## src/rtl/alu_op_sequencer.sv

```systemverilog
// rtl/alu_op_sequencer.sv - valid/ready command sequencer for the 4-bit combinational ALU
module alu_op_sequencer #(
   parameter int SETTLE_CYCLES = 1
) (
   input  logic       clk,
   input  logic       rst_n,
   input  logic       req_valid,
   output logic       req_ready,
   input  logic [3:0] req_a,
   input  logic [3:0] req_b,
   input  logic       req_c,
   input  logic [2:0] req_mode,
   output logic [3:0] alu_a,
   output logic [3:0] alu_b,
   output logic       alu_c,
   output logic [2:0] alu_mode,
   input  logic [3:0] alu_r,
   input  logic       alu_ovf,
   output logic       rsp_valid,
   input  logic       rsp_ready,
   output logic [3:0] rsp_r,
   output logic       rsp_ovf,
   input  logic       clr_counts,
   output logic [7:0] op_count,
   output logic [7:0] ovf_count
);

   typedef enum logic [1:0] {
      IDLE   = 2'd0,
      SETTLE = 2'd1,
      RESP   = 2'd2
   } state_t;

   localparam logic [3:0] SETTLE_LD = 4'(SETTLE_CYCLES);

   state_t     state;
   state_t     state_nx;
   logic [3:0] settle_cnt;
   logic       accept;
   logic       capture;
   logic       handshake;

   assign req_ready = (state == IDLE);
   assign rsp_valid = (state == RESP);

   // State register
   always_ff @(posedge clk or negedge rst_n) begin
      if (!rst_n) begin
         state <= IDLE;
      end else begin
         state <= state_nx;
      end
   end

   // Next-state decode plus the single-cycle accept/capture/handshake strobes
   always_comb begin
      state_nx  = state;
      accept    = 1'b0;
      capture   = 1'b0;
      handshake = 1'b0;
      case (state)
         IDLE: begin
            if (req_valid) begin
               accept   = 1'b1;
               state_nx = SETTLE;
            end
         end
         SETTLE: begin
            // <= 1 rather than == 1 so an out-of-range zero load cannot wedge the FSM
            if (settle_cnt <= 4'd1) begin
               capture  = 1'b1;
               state_nx = RESP;
            end
         end
         RESP: begin
            if (rsp_ready) begin
               handshake = 1'b1;
               state_nx  = IDLE;
            end
         end
         default: state_nx = IDLE;
      endcase
   end

   // Settle countdown, loaded on acceptance and stepped every SETTLE edge
   always_ff @(posedge clk or negedge rst_n) begin
      if (!rst_n) begin
         settle_cnt <= 4'd0;
      end else if (accept) begin
         settle_cnt <= SETTLE_LD;
      end else if (state == SETTLE && settle_cnt != 4'd0) begin
         settle_cnt <= settle_cnt - 4'd1;
      end
   end

   // ALU operand registers change only when a command is accepted
   always_ff @(posedge clk or negedge rst_n) begin
      if (!rst_n) begin
         alu_a    <= 4'd0;
         alu_b    <= 4'd0;
         alu_c    <= 1'b0;
         alu_mode <= 3'd0;
      end else if (accept) begin
         alu_a    <= req_a;
         alu_b    <= req_b;
         alu_c    <= req_c;
         alu_mode <= req_mode;
      end
   end

   // Result capture after the settle window; held through backpressure
   always_ff @(posedge clk or negedge rst_n) begin
      if (!rst_n) begin
         rsp_r   <= 4'd0;
         rsp_ovf <= 1'b0;
      end else if (capture) begin
         rsp_r   <= alu_r;
         rsp_ovf <= alu_ovf;
      end
   end

   // Completion counters: op count wraps, overflow count saturates, clear has priority
   always_ff @(posedge clk or negedge rst_n) begin
      if (!rst_n) begin
         op_count  <= 8'd0;
         ovf_count <= 8'd0;
      end else if (clr_counts) begin
         op_count  <= 8'd0;
         ovf_count <= 8'd0;
      end else if (handshake) begin
         op_count <= op_count + 8'd1;
         if (rsp_ovf && ovf_count != 8'hFF) begin
            ovf_count <= ovf_count + 8'd1;
         end
      end
   end

endmodule

```

## config.mk

```make
export PLATFORM = sky130hd
export DESIGN_NAME = alu_op_sequencer
export DESIGN_NICKNAME = d
export VERILOG_FILES = /design/src/rtl/alu_op_sequencer.sv
export SDC_FILE = /design/constraint.sdc
export NUM_CORES = 1
export LEC_CHECK = 0
export CAP_MARGIN = 20
export CORE_ASPECT_RATIO = 1.1
export CORE_MARGIN = 2
export CORE_UTILIZATION = 46
export CTS_CLUSTER_SIZE = 28
export DETAILED_ROUTE_END_ITERATION = 7
export GPL_TIMING_DRIVEN = 0
export PLACE_DENSITY = 0.79
export SLEW_MARGIN = 20
export SYNTH_ARGS = -nofsm -noshare
export SYNTH_HDL_FRONTEND = slang
export SYNTH_SLANG_ARGS = --single-unit
```

## constraint.sdc

```tcl
create_clock -name clk -period 1.9 [get_ports clk]
set_input_delay 0.285 -clock clk [delete_from_list [all_inputs] [get_ports clk]]
set_output_delay 0.285 -clock clk [all_outputs]
set_load 0.02 [all_outputs]
```

Word-level counts from Yosys, hierarchy flattened
Cells that the tools add are included. W data, S select, Z words.

Output and inout bits: 35. Bits of input ports: 22. Bits in registers: 39.

$lt $le $gt $ge: 1. Equal/unequal tests: 6. Reduce and logical (&&, ||, !) cells: 9. $add $sub $neg: 3. Multiplexer cells: 17.

Operators by type and width (number): $mux W8 (5); $add A8 B1 Y8 const B (2); $mux W4 (2); $ne A8 B8 Y1 const B (1); $mux W1 (6); $mux W2 (3); $pmux W2 S3 (1); $reduce_bool A2 Y1 (3); $le A4 B1 Y1 const B (1); $ne A2 B2 Y1 const B (2); $reduce_bool A4 Y1 (1); $sub A4 B1 Y4 const B (1); $reduce_and A3 Y1 (1); $eq A2 B1 Y1 const B (1); $eq A2 B2 Y1 const B (1); $logic_and A1 B1 Y1 (2); $logic_not A2 Y1 (1); $ne A2 B1 Y1 const B (1); $reduce_and A2 Y1 (1).

Depth between registers and ports, before layout
Gate-level depths: netlist of run 1.

Depth after elaboration: 5. Depth in mapped cells: 7. Depth with buffers taken out: 6.

Worst setup path before layout of run 1
Ideal clock, no wire load.

Path type: register to register. Start: register state[1]. End: register alu_a[1]. Library setup time: 0.128 ns. Path buffers: 2. Stages on the path, launching flop included: 6. Data required time: 1.772 ns. Path slack: 0.158 ns. Data arrival time: 1.615 ns. Path through: dfrtp_1 > nor2_1 > and2_1 > buf_2 > buf_2 > mux2_1.

Word-level cells in the longest chain between the ends: 2.

Ends and longest elaborated chain: start, declared (RTL line 36) `state_t state;`; start signal, assigned (RTL line 51) `state <= state_nx;`; $logic_not A2 Y1; named net req_ready (RTL line 8) `output logic req_ready,`; $mux W1 (RTL line 61) `case (state)`; end signal, assigned (RTL line 104) `alu_a <= req_a;`; end, declared (RTL line 13) `output logic [3:0] alu_a,`.

The timed path passes the listed nets, and every way through them passes these cells. A chain may end at the register's enable or synchronous reset.

Worst setup path after layout of run 1
Start: register state[1]. End: output port req_ready.

Word-level cells in the longest chain between the ends: 1.

Ends and longest elaborated chain: $logic_not A2 Y1 (RTL line 43) `assign req_ready = (state == IDLE);`; end, declared (RTL line 8).

No other way between the ends.

==> results of run 1 <==
[worst max-delay path, delay by kind of cell (launching register included)]
| family | cells | cell delay [ps] |
|---|---|---|
| AND/OR/NAND/NOR | 1 | 160 |
| flip-flops | 1 | 450 |
| buffers and inverters | 1 | 640 |
[registers in the layout, indices dropped and copies added, names as in the netlist]
name        flops
alu_a           4
alu_b           4
alu_c           1
alu_mode        3
op_count        8
ovf_count       8
rsp_ovf         1
rsp_r           4
settle_cnt      4
state           2
[cell type report]
type	count	area share, %
Buffer	6	1.077
Clock inverter	2	1.371
Inverter	4	0.5877
Multi-Input combinational cell	104	30.61
Sequential cell	39	38.20
Tap cell	50	2.449
Clock buffer	6	3.232
Timing Repair Buffer	57	22.48
[layer usage]
layer / GRT usage, % / wire length [µm] / share of wire [%]
met3: 6.006 / 227 / 6.1
met2: 33.57 / 1956 / 52
met4: 5.072 / 18 / 0.48
met5: 0 / 0 / 0
met1: 21.79 / 1545 / 41
[power breakdown]
group,internal [µW],total [µW],switching [µW]
sequential,1080,1260,181
clock,425,710,285
combinational,722,1370,647
total,2230,3340,1110
[final timing paths]
path	endpoint	cells past startpoint	from
max in group asynchronous	rsp_r[3]$_DFFE_PN0P_	3	rst_n
worst min-delay path	op_count[3]$_DFFE_PN0P_	2	clr_counts
min in group asynchronous	alu_b[0]$_DFFE_PN0P_	2	rst_n
worst max register to register	rsp_r[0]$_DFFE_PN0P_	7	settle_cnt[0]$_DFFE_PN0P_
worst max-delay path	req_ready	2	state[1]$_DFFE_PN0P_
worst min register to register	alu_a[1]$_DFFE_PN0P_	1	alu_a[1]$_DFFE_PN0P_
[cell usage after synthesis (2+ instances only)]
| master | number | area [µm²] |
|---|---|---|
| nor2_1 | 18 | 67.56 |
| dfrtp_1 | 39 | 975.9 |
| mux2_2 | 11 | 123.9 |
| and2_1 | 4 | 25.02 |
| nand3_1 | 5 | 25.02 |
| nand2_1 | 4 | 15.01 |
| a2111oi_2 | 2 | 30.03 |
| nor3_1 | 6 | 30.03 |
| ha_1 | 5 | 62.56 |
| inv_1 | 4 | 15.01 |
| nor2b_1 | 2 | 12.51 |
| xor2_1 | 6 | 52.55 |
| buf_2 | 4 | 20.02 |
| a211oi_1 | 4 | 30.03 |
| nand4_1 | 4 | 25.02 |
| mux2_1 | 6 | 67.56 |
| a21oi_1 | 3 | 15.01 |
| xnor2_1 | 6 | 52.55 |
[stage by stage]
stage               std cells  util (%)
floorplan                 153         -
global placement          258     65.02
detailed placement        259     65.42
CTS                       268     68.82
global route              268     68.82
finish                    268     68.82
[cell families (layout without fill, tap and decap cells)]
family	count (synthesis)	after routing	synth area share (%)
AND/OR/NAND/NOR	53	53	15.77
multiplexers	18	18	11.19
adder cells (fa/ha/maj)	5	5	3.475
AO/OA/AOI/OAI	16	16	7.158
flip-flops	39	39	54.20
XOR/XNOR	12	12	5.837
buffers and inverters	10	75	2.362
[timing repair]
action / in CTS / in global routing
gates resized for setup: 1 / 0
hold buffers: 1 / 0
endpoints found under the setup margin: 1 / 0
endpoints found under the hold margin: 9 / 0
==> summary.md, run 1 <==
| Metric | Value |
|---|---|
| Worst EP required | 1620 ps |
| Status | completed |
| Peak Freq | 547.9 MHz |
| Synth cell types | 38 |
| Critical path type | reg -> out |
| Worst-path clk slew | 80 ps |
| Worst Skew | 6.929 ps |
| Nets@finish | 244 |
| Element type at the critical path end | output port |
| Root Buffer | clkbuf_8 |
| Sequential area share after synthesis | 54.20% |
| Die height | 69.62 µm |
| WL final | 3.747 mm |
| Synthesized area | 0.001800 mm² |
| Setup TNS | 0 ps |
| Synth Flop Type | dfrtp_1 |
| Slew Viols, Final | 0 |
| Worst path slowest cell | clkdlybuf4s50_1 |
| Worst-Skew Late Latency | 290 ps |
| Total Power | 3341 µW |
| Port bufs | 55 |
| DRC Markers | 0 |
| Post-place instance area | 0.002429 mm² |
| Final hold viol count | 0 |
| Worst setup margin | 74.71 ps |
| Crit-path max cell delay | 640 ps |
| Post-synth EDFFs | 0 |
| CP Launch Type | flip-flop |
| Final setup fails | 0 |
| Async S/R FF share, synth | 100.0% |
| Yosys warning count | 0 |
| Vias per cell | 5.228 |
| Power per cell area | 1308 mW/mm² |
| Commonest non-fill, non-tap cell in the layout | clkdlybuf4s50_1 |
| FF/Latch Area | 975.9 µm² |
| Mapped Nets | 180 |
| CTS Buffer Depth | 2 |
| CP Cell Sequence | nor2_1, clkdlybuf4s50_1 |
| Slew HR | 70.57% |
| Final Wtd Congestion | 0.8447 |
| Cells after Synth | 153 |
| R2R Setup Slk | 200 ps |
| Worst min path class | in -> reg |
| Vias in the first global route | 1459 |
| Clk sink count | 39 |
| Largest net degree at the start of global routing | 31 |
| Post-DP HPWL | 2.819 mm |
| GRT Overall Usage | 18.93% |
| Starting density of the core | 48.50% |
| Avg Cell Area, Syn | 11.77 µm² |
| Die area | 0.004431 mm² |
| Layout fillers | 286 |
| CP arrival | 1540 ps |
| DR pass1 iterations | 4 |
| Ant. Diodes | 0 |
| CTS Buf Count | 5 |
| Unrepaired setup endpoints after global routing | no |
| Least-Margin Pin Slew | 441.4 ps |
| Htree depth | 2 |
| Worst-path fanout max | 7 |
| Post-synthesis register bit count | 39 |
| # Post-CTS Setup Buffers | 0 |
| Syn-to-layout area delta | 41.90% |
| Proportion of layout cells with a drive suffix above 1 | 13.30% |
| Number of routed nets with antenna violations | 0 |
| Post-route cell area | 0.002555 mm² |
| Rows | 23 |
| Placement Setup Slack | 54.90 ps |
| Leak pwr | 0.001093 µW |
| First-pass GRT wire length | 6.624 mm |
| TritonCTS clock tree | done |
| Fin crit period | 1825 ps |
| Peak supply drop | 0.9308 mV |
| Initial antenna violation count | 0 |
| CORE AREA | 0.003712 mm² |
| Max-cap check violation count | 0 |
| Most frequent cells in the layout | clkdlybuf4s50_1 (53), dfrtp_1 (39), nor2_1 (18) |
| Iteration-0 DRC Markers | 85 |
| Die X | 63.65 µm |
| Multi-input gate area | 782.0 µm² |
| # IOs | 57 |
| Post-DR wirelength/cell | 13.98 µm |
| Hold_ws | 348.5 ps |
| GRT Residual Overflow | 0 |
| Fin crit share | 96.07% |
| Via count | 1401 |
No activity file was read; power rests on OpenSTA's default activity.
==> run 2: changes to the inputs <==
--- a/config.mk
+++ b/config.mk
@@ -11,9 +11,8 @@
 export CORE_UTILIZATION = 46
 export CTS_CLUSTER_SIZE = 28
 export DETAILED_ROUTE_END_ITERATION = 7
-export GPL_TIMING_DRIVEN = 0
 export PLACE_DENSITY = 0.79
-export SLEW_MARGIN = 20
+export SLEW_MARGIN = 10
 export SYNTH_ARGS = -nofsm -noshare
 export SYNTH_HDL_FRONTEND = slang
 export SYNTH_SLANG_ARGS = --single-unit
==> summary.md, run 2 (synthesis results as in run 1) <==
| Metric | Value |
|---|---|
| Status | completed (unchanged) |
| Worst-path fanout max | 6 (was 7) |
| Hold_buf cts | 0 (was 1) |
| CP arrival | 1910 ps (was 1540 ps) |
| Leak pwr | 0.001091 µW (was 0.001093 µW) |
| Ant. Diodes | 0 (unchanged) |
| DR pass1 iterations | 4 (unchanged) |
| Final Wtd Congestion | 0.8005 (was 0.8447) |
| Slew HR | 62.29% (was 70.57%) |
| Fin crit period | 1732 ps (was 1825 ps) |
| DRC Markers | 0 (unchanged) |
| Syn-to-layout area delta | 41.35% (was 41.90%) |
| Slew Viols, Final | 0 (unchanged) |
| Fin crit share | 91.13% (was 96.07%) |
| GRT Residual Overflow | 0 (unchanged) |
| Nets@finish | 240 (was 244) |
| CORE AREA | 0.003712 mm² (unchanged) |
| Element type at the critical path end | flip-flop (was output port) |
| Worst-Skew Late Latency | 290 ps (about the same) |
| Root Buffer | clkbuf_8 (unchanged) |
| Placement Setup Slack | 53.07 ps (was 54.90 ps) |
| GRT Overall Usage | 18.28% (was 18.93%) |
| Power per cell area | 1315 mW/mm² (was 1308 mW/mm²) |
| Critical path type | reg -> reg (was reg -> out) |
| TritonCTS clock tree | done (unchanged) |
| Top flop regs | op_count (8), ovf_count (8) (unchanged) |
| Max-cap check violation count | 0 (unchanged) |
| Peak supply drop | 0.7808 mV (was 0.9308 mV) |
| WL final | 3.759 mm (was 3.747 mm) |
| Worst-path clk slew | 80 ps (about the same) |
| Layout fillers | 270 (was 286) |
| Vias per cell | 5.201 (was 5.228) |
| Most frequent cells in the layout | clkdlybuf4s50_1 (53), dfrtp_1 (39), nor2_1 (18) (unchanged) |
| Unrepaired setup endpoints after global routing | no (unchanged) |
| # IOs | 57 (unchanged) |
| Total Power | 3346 µW (was 3341 µW) |
| Starting density of the core | 48.50% (unchanged) |
| Hold_ws | 33.74 ps (was 348.5 ps) |
| Least-Margin Pin Slew | 563.9 ps (was 441.4 ps) |
| Post-route cell area | 0.002545 mm² (was 0.002555 mm²) |
| Die height | 69.62 µm (unchanged) |
| Clk sink count | 39 (unchanged) |
| Initial antenna violation count | 0 (unchanged) |
| Largest net degree at the start of global routing | 40 (was 31) |
| Post-place instance area | 0.002426 mm² (was 0.002429 mm²) |
| Rows | 23 (unchanged) |
| Proportion of layout cells with a drive suffix above 1 | 12.62% (was 13.30%) |
| Setup TNS | 0 ps (unchanged) |
| Post-DP HPWL | 2.815 mm (was 2.819 mm) |
| Number of routed nets with antenna violations | 0 (unchanged) |
| CP Launch Type | flip-flop (unchanged) |
| CTS Buf Count | 5 (unchanged) |
| Worst Skew | 7.393 ps (was 6.929 ps) |
| Htree depth | 2 (unchanged) |
| Port bufs | 56 (was 55) |
| Worst EP required | 2070 ps (was 1620 ps) |
| First-pass GRT wire length | 6.382 mm (was 6.624 mm) |
| Worst setup margin | 168.5 ps (was 74.71 ps) |
| Commonest non-fill, non-tap cell in the layout | clkdlybuf4s50_1 (unchanged) |
| Vias in the first global route | 1412 (was 1459) |
| Post-DR wirelength/cell | 14.24 µm (was 13.98 µm) |
| Die X | 63.65 µm (unchanged) |
| Final setup fails | 0 (unchanged) |
| CTS Buffer Depth | 2 (unchanged) |
| Die area | 0.004431 mm² (unchanged) |
| Final hold viol count | 0 (unchanged) |
| Via count | 1373 (was 1401) |
| Peak Freq | 577.5 MHz (was 547.9 MHz) |
| Worst min path class | in -> async (was in -> reg) |
| Iteration-0 DRC Markers | 63 (was 85) |
[run 2: area by class of cell]
| cell class | instances | area [µm²] | area share, % |
|---|---|---|---|
| clock inverter | 2 | 35.03 | 1.377 |
| tap | 50 | 62.56 | 2.458 |
| inverter | 4 | 15.01 | 0.5900 |
| clock buffer | 6 | 82.58 | 3.245 |
| timing repair buffer | 59 | 591.8 | 23.25 |
| sequential | 39 | 975.9 | 38.35 |
| multi-input combinational | 104 | 782.0 | 30.73 |
[run 2: routing by layer]
metal  global-route usage, %  vias up  wire length, µm
li1                        -      660                -
met1                   21.28      662             1618
met2                   31.70       44             1869
met3                   5.032        7              192
met4                   7.005        0               78
met5                       0        -                0
[run 2: final timing paths]
check / endpoint / start / slack, ps / cells after the start
max: rsp_r[1]$_DFFE_PN0P_ / settle_cnt[0]$_DFFE_PN0P_ / 170 / 6
min: op_count[5]$_DFFE_PN0P_ / rst_n / 30 / 2
min reg2reg: alu_a[2]$_DFFE_PN0P_ / alu_a[2]$_DFFE_PN0P_ / 490 / 1
min in group clk: alu_a[2]$_DFFE_PN0P_ / alu_a[2]$_DFFE_PN0P_ / 490 / 1
max in group asynchronous: ovf_count[7]$_DFFE_PN0P_ / rst_n / 1520 / 2
max reg2reg: rsp_r[1]$_DFFE_PN0P_ / settle_cnt[0]$_DFFE_PN0P_ / 170 / 6
[run 2: power by group]
| group | switching, µW | total, µW | internal (µW) |
|---|---|---|---|
| Sequential | 177 | 1260 | 1080 |
| Clock | 278 | 703 | 425 |
| Combinational | 658 | 1390 | 727 |
[run 2: per-stage QoR]
stage / utilization, % / cells
4_1_cts: 68.49 / 264
6_report: 68.55 / 264
2_1_floorplan: - / 153
3_3_place_gp: 65.35 / 256
3_5_place_dp: 65.35 / 256
5_1_grt: 68.55 / 264
[run 2: critical path, stage by stage (launching register included)]
cell	delay, ps
dfrtp_1	430
inv_1	100
ha_1	180
nor2_1	60
nor3_1	180
and2_1	310
mux2_2	370
[run 2: timing repair]
action                     CTS  global route
pin swaps                    0             0
setup endpoints to repair    1             1
setup buffers                0             0
resized for setup            1             1
cloned                       0             0
==> RTL change 1: new RTL, flow settings as in run 2 <==
Encoding of `state_t`: now one-hot (3 bits for 3 states).
--- a/src/rtl/alu_op_sequencer.sv
+++ b/src/rtl/alu_op_sequencer.sv
@@ -25,10 +25,10 @@
    output logic [7:0] ovf_count
 );
 
-   typedef enum logic [1:0] {
-      IDLE   = 2'd0,
-      SETTLE = 2'd1,
-      RESP   = 2'd2
+   typedef enum logic [2:0] {
+      IDLE   = 3'b001,
+      SETTLE = 3'b010,
+      RESP   = 3'b100
    } state_t;
 
    localparam logic [3:0] SETTLE_LD = 4'(SETTLE_CYCLES);
Behaviour: no difference found for any inputs over 10 cycles, from zero or initial values and one cycle with rst_n low; not proved beyond that.
==> RTL change 1 against run 2 <==
Clock skew hardly changed. Highest routed layer unchanged. Area after synthesis is 3.3% higher. Worst setup slack worse by 49 ps. Total power is 3.0% higher. Via count is 6.8% higher. Register-to-register slack worse by 20 ps. Clock power is 6.0% higher. Wire length is 7.8% higher. Global-route usage is 1.4 points higher. Cell area is 3.4% higher. Sequential cell count is 1 higher. Final cell count is 3.8% higher.
==> RTL change 1: results <==
[cells_and_area]
layout.non_clock_inverters = 5
regArea_um2 = 1000
multiInputCombCellCount = 106
share_of_final_layout_standard_cells_stronger_than_drive_strength_1_pct = 15.8
final-clk-cell-share_pct = 4.80
nNonClkBuffers = 63
fillers = 314

[placement]
numPlacedInstances = 265
place_ws_ps = -38.7
place_congestion = 0.849

[grt]
grt_pass1_wl_um = 6960
global_route.usage.met2_pct = 33.7
grt_use_total_pct = 19.7
global_route.usage.met3_pct = 6.04
grt_max_degree = 41

[timing]
clock_skew_ps = 7.88
slew-limit-headroom_pct = 61.6

[detailed_routing]
route.layer.met1.wl_um = 1640
viasPerCell = 5.35
met2WireLength_um = 2110
wl_per_cell_um = 14.8
postRouteWirelength_um = 4050

[run_status]
outcome = complete, no violations

[worst_setup_path]
crit_fanout = 7
cp.arrival_ps = 1500
crit_path_max_incr_delay_ps = 610
critPathTopFamily = flip-flops

[die]
die_w_um = 64.6

[clock_tree]
cts_resized = 2

[synthesis]
synth.cells.most_frequent = sky130_fd_sc_hd__dfrtp_1 (39), sky130_fd_sc_hd__nor2_1 (18), sky130_fd_sc_hd__mux2_2 (12), sky130_fd_sc_hd__xor2_1 (10), sky130_fd_sc_hd__a21oi_1 (6)
count_of_cell_types_in_the_netlist = 39
RTL change 1: final timing paths:
path	end	startpoint	cells after the start	slack (ps)
hold reg to reg	alu_c	alu_c	1	490
setup reg to reg	rsp_r[2]	settle_cnt[0]	6	150
hold / removal	rsp_r[3]	rst_n	2	40
max in group asynchronous	state[0]	rst_n	2	1490
setup / recovery	req_ready	state[0]	3	120
min in group clk	alu_c	alu_c	1	490
RTL change 1: logic make-up after synthesis:
group                    Yosys count  synth area share (%)
AND/OR/NAND/NOR                   52                  16.4
flip-flops                        40                  53.9
multiplexers                      19                  11.4
AO/OA/AOI/OAI                     17                  6.60
XOR/XNOR                          13                  6.12
buffers and inverters              9                  2.29
adder cells (fa/ha/maj)            5                  3.36
RTL change 1: stage by stage:
step	util, %	TNS (ps)
after floorplan	-	0
after global placement	63.6	0
after detailed placement	63.6	-66.7
after CTS	66.7	0
after global routing	66.9	0
final	66.9	0
==> RTL change 2: new RTL, config.mk and constraints of run 2 <==
Made on the original files. Reset style: synchronous (`rst_n`), changed in 5 clocked blocks.
--- a/src/rtl/alu_op_sequencer.sv
+++ b/src/rtl/alu_op_sequencer.sv
@@ -44,7 +44,7 @@
    assign rsp_valid = (state == RESP);
 
    // State register
-   always_ff @(posedge clk or negedge rst_n) begin
+   always_ff @(posedge clk) begin
       if (!rst_n) begin
          state <= IDLE;
       end else begin
@@ -83,7 +83,7 @@
    end
 
    // Settle countdown, loaded on acceptance and stepped every SETTLE edge
-   always_ff @(posedge clk or negedge rst_n) begin
+   always_ff @(posedge clk) begin
       if (!rst_n) begin
          settle_cnt <= 4'd0;
       end else if (accept) begin
@@ -94,7 +94,7 @@
    end
 
    // ALU operand registers change only when a command is accepted
-   always_ff @(posedge clk or negedge rst_n) begin
+   always_ff @(posedge clk) begin
       if (!rst_n) begin
          alu_a    <= 4'd0;
          alu_b    <= 4'd0;
@@ -109,7 +109,7 @@
    end
 
    // Result capture after the settle window; held through backpressure
-   always_ff @(posedge clk or negedge rst_n) begin
+   always_ff @(posedge clk) begin
       if (!rst_n) begin
          rsp_r   <= 4'd0;
          rsp_ovf <= 1'b0;
@@ -120,7 +120,7 @@
    end
 
    // Completion counters: op count wraps, overflow count saturates, clear has priority
-   always_ff @(posedge clk or negedge rst_n) begin
+   always_ff @(posedge clk) begin
       if (!rst_n) begin
          op_count  <= 8'd0;
          ovf_count <= 8'd0;
Behaviour: differs if rst_n is asserted again (counterexample within 4 cycles, from zero or initial values and one cycle with rst_n low); with rst_n held inactive, the same outputs for 10 cycles.
==> RTL change 2 against run 2 <==
Sequential cell count did not move. Cell area fell by 6.7%. Critical path depth fell by 4. Wire length fell by 6.5%. Non-clock buffer count fell by 2. Maximum frequency fell by 3.8%. Final cell count rose by 13%. Worst setup slack got worse by 68 ps. Area after synthesis fell by 6.6%. Register-to-register slack improved by 80 ps. Highest routed layer unchanged.
Power is not compared: it rests on default switching activity, and its combinational part moved more than twofold at a synthesized area within 25%.
==> RTL change 2: results <==
[run_status]
outcome = complete, no violations

[worst_setup_path]
rr_startpoint = settle_cnt[0]
crit_path_max_incr_delay_ps = 600
cp.arrival_ps = 1510
crit_fanout = 8
critPathTopFamily = buffers and inverters
critPathSlowestCell = sky130_fd_sc_hd__clkdlybuf4s50_1
r2r_slack_ps = 250
r2r_end = settle_cnt[0]

[cells_and_area]
fillers = 319
share_of_final_layout_standard_cells_stronger_than_drive_strength_1_pct = 6.83
multiInputCombCellCount = 140

[placement]
numPlacedInstances = 291
place_congestion = 0.808
detailed_place.area_um2 = 2280

[clock_tree]
cts_resized = 0

[synthesis]
synth_adder_area_share_pct = 3.72
synth.net_count = 218
count_of_cell_types_in_the_netlist = 34
async_reset_ff_share_pct = 0
number_of_standard_cells_after_synthesis = 191

[grt]
global_route.usage.met2_pct = 28.7
grt_pass1_wl_um = 5820
global_route.usage.met3_pct = 10.2

[detailed_routing]
initial_detailed_routing_violation_count = 84
postRouteWirelength_um = 3510
viasPerCell = 5.03

[timing]
slew-limit-headroom_pct = 59.2
RTL change 2: changes by cell type in the layout (fill, tap and decap cells not counted), moves of 3 or more:
cell,change
sky130_fd_sc_hd__dfxtp_1,+38
sky130_fd_sc_hd__nand2_1,+27
sky130_fd_sc_hd__mux2_2,-11
sky130_fd_sc_hd__dfrtp_1,-39
sky130_fd_sc_hd__a21oi_1,+13
sky130_fd_sc_hd__mux2i_1,+5
sky130_fd_sc_hd__a211oi_1,-3
sky130_fd_sc_hd__nor2_1,+8
sky130_fd_sc_hd__mux2_1,-6
sky130_fd_sc_hd__xor2_1,+3
RTL change 2: how the worst min path moves through the flow:
stage	to	slack, ps	from
final	alu_b[3]	460	alu_b[3]
after floorplan	alu_b[0]	420	req_b[0]
after detailed placement	alu_mode[2]	450	alu_mode[2]
after global routing	alu_c	480	alu_c
after CTS	alu_b[2]	460	alu_b[2]
after global placement	alu_b[3]	440	alu_b[3]
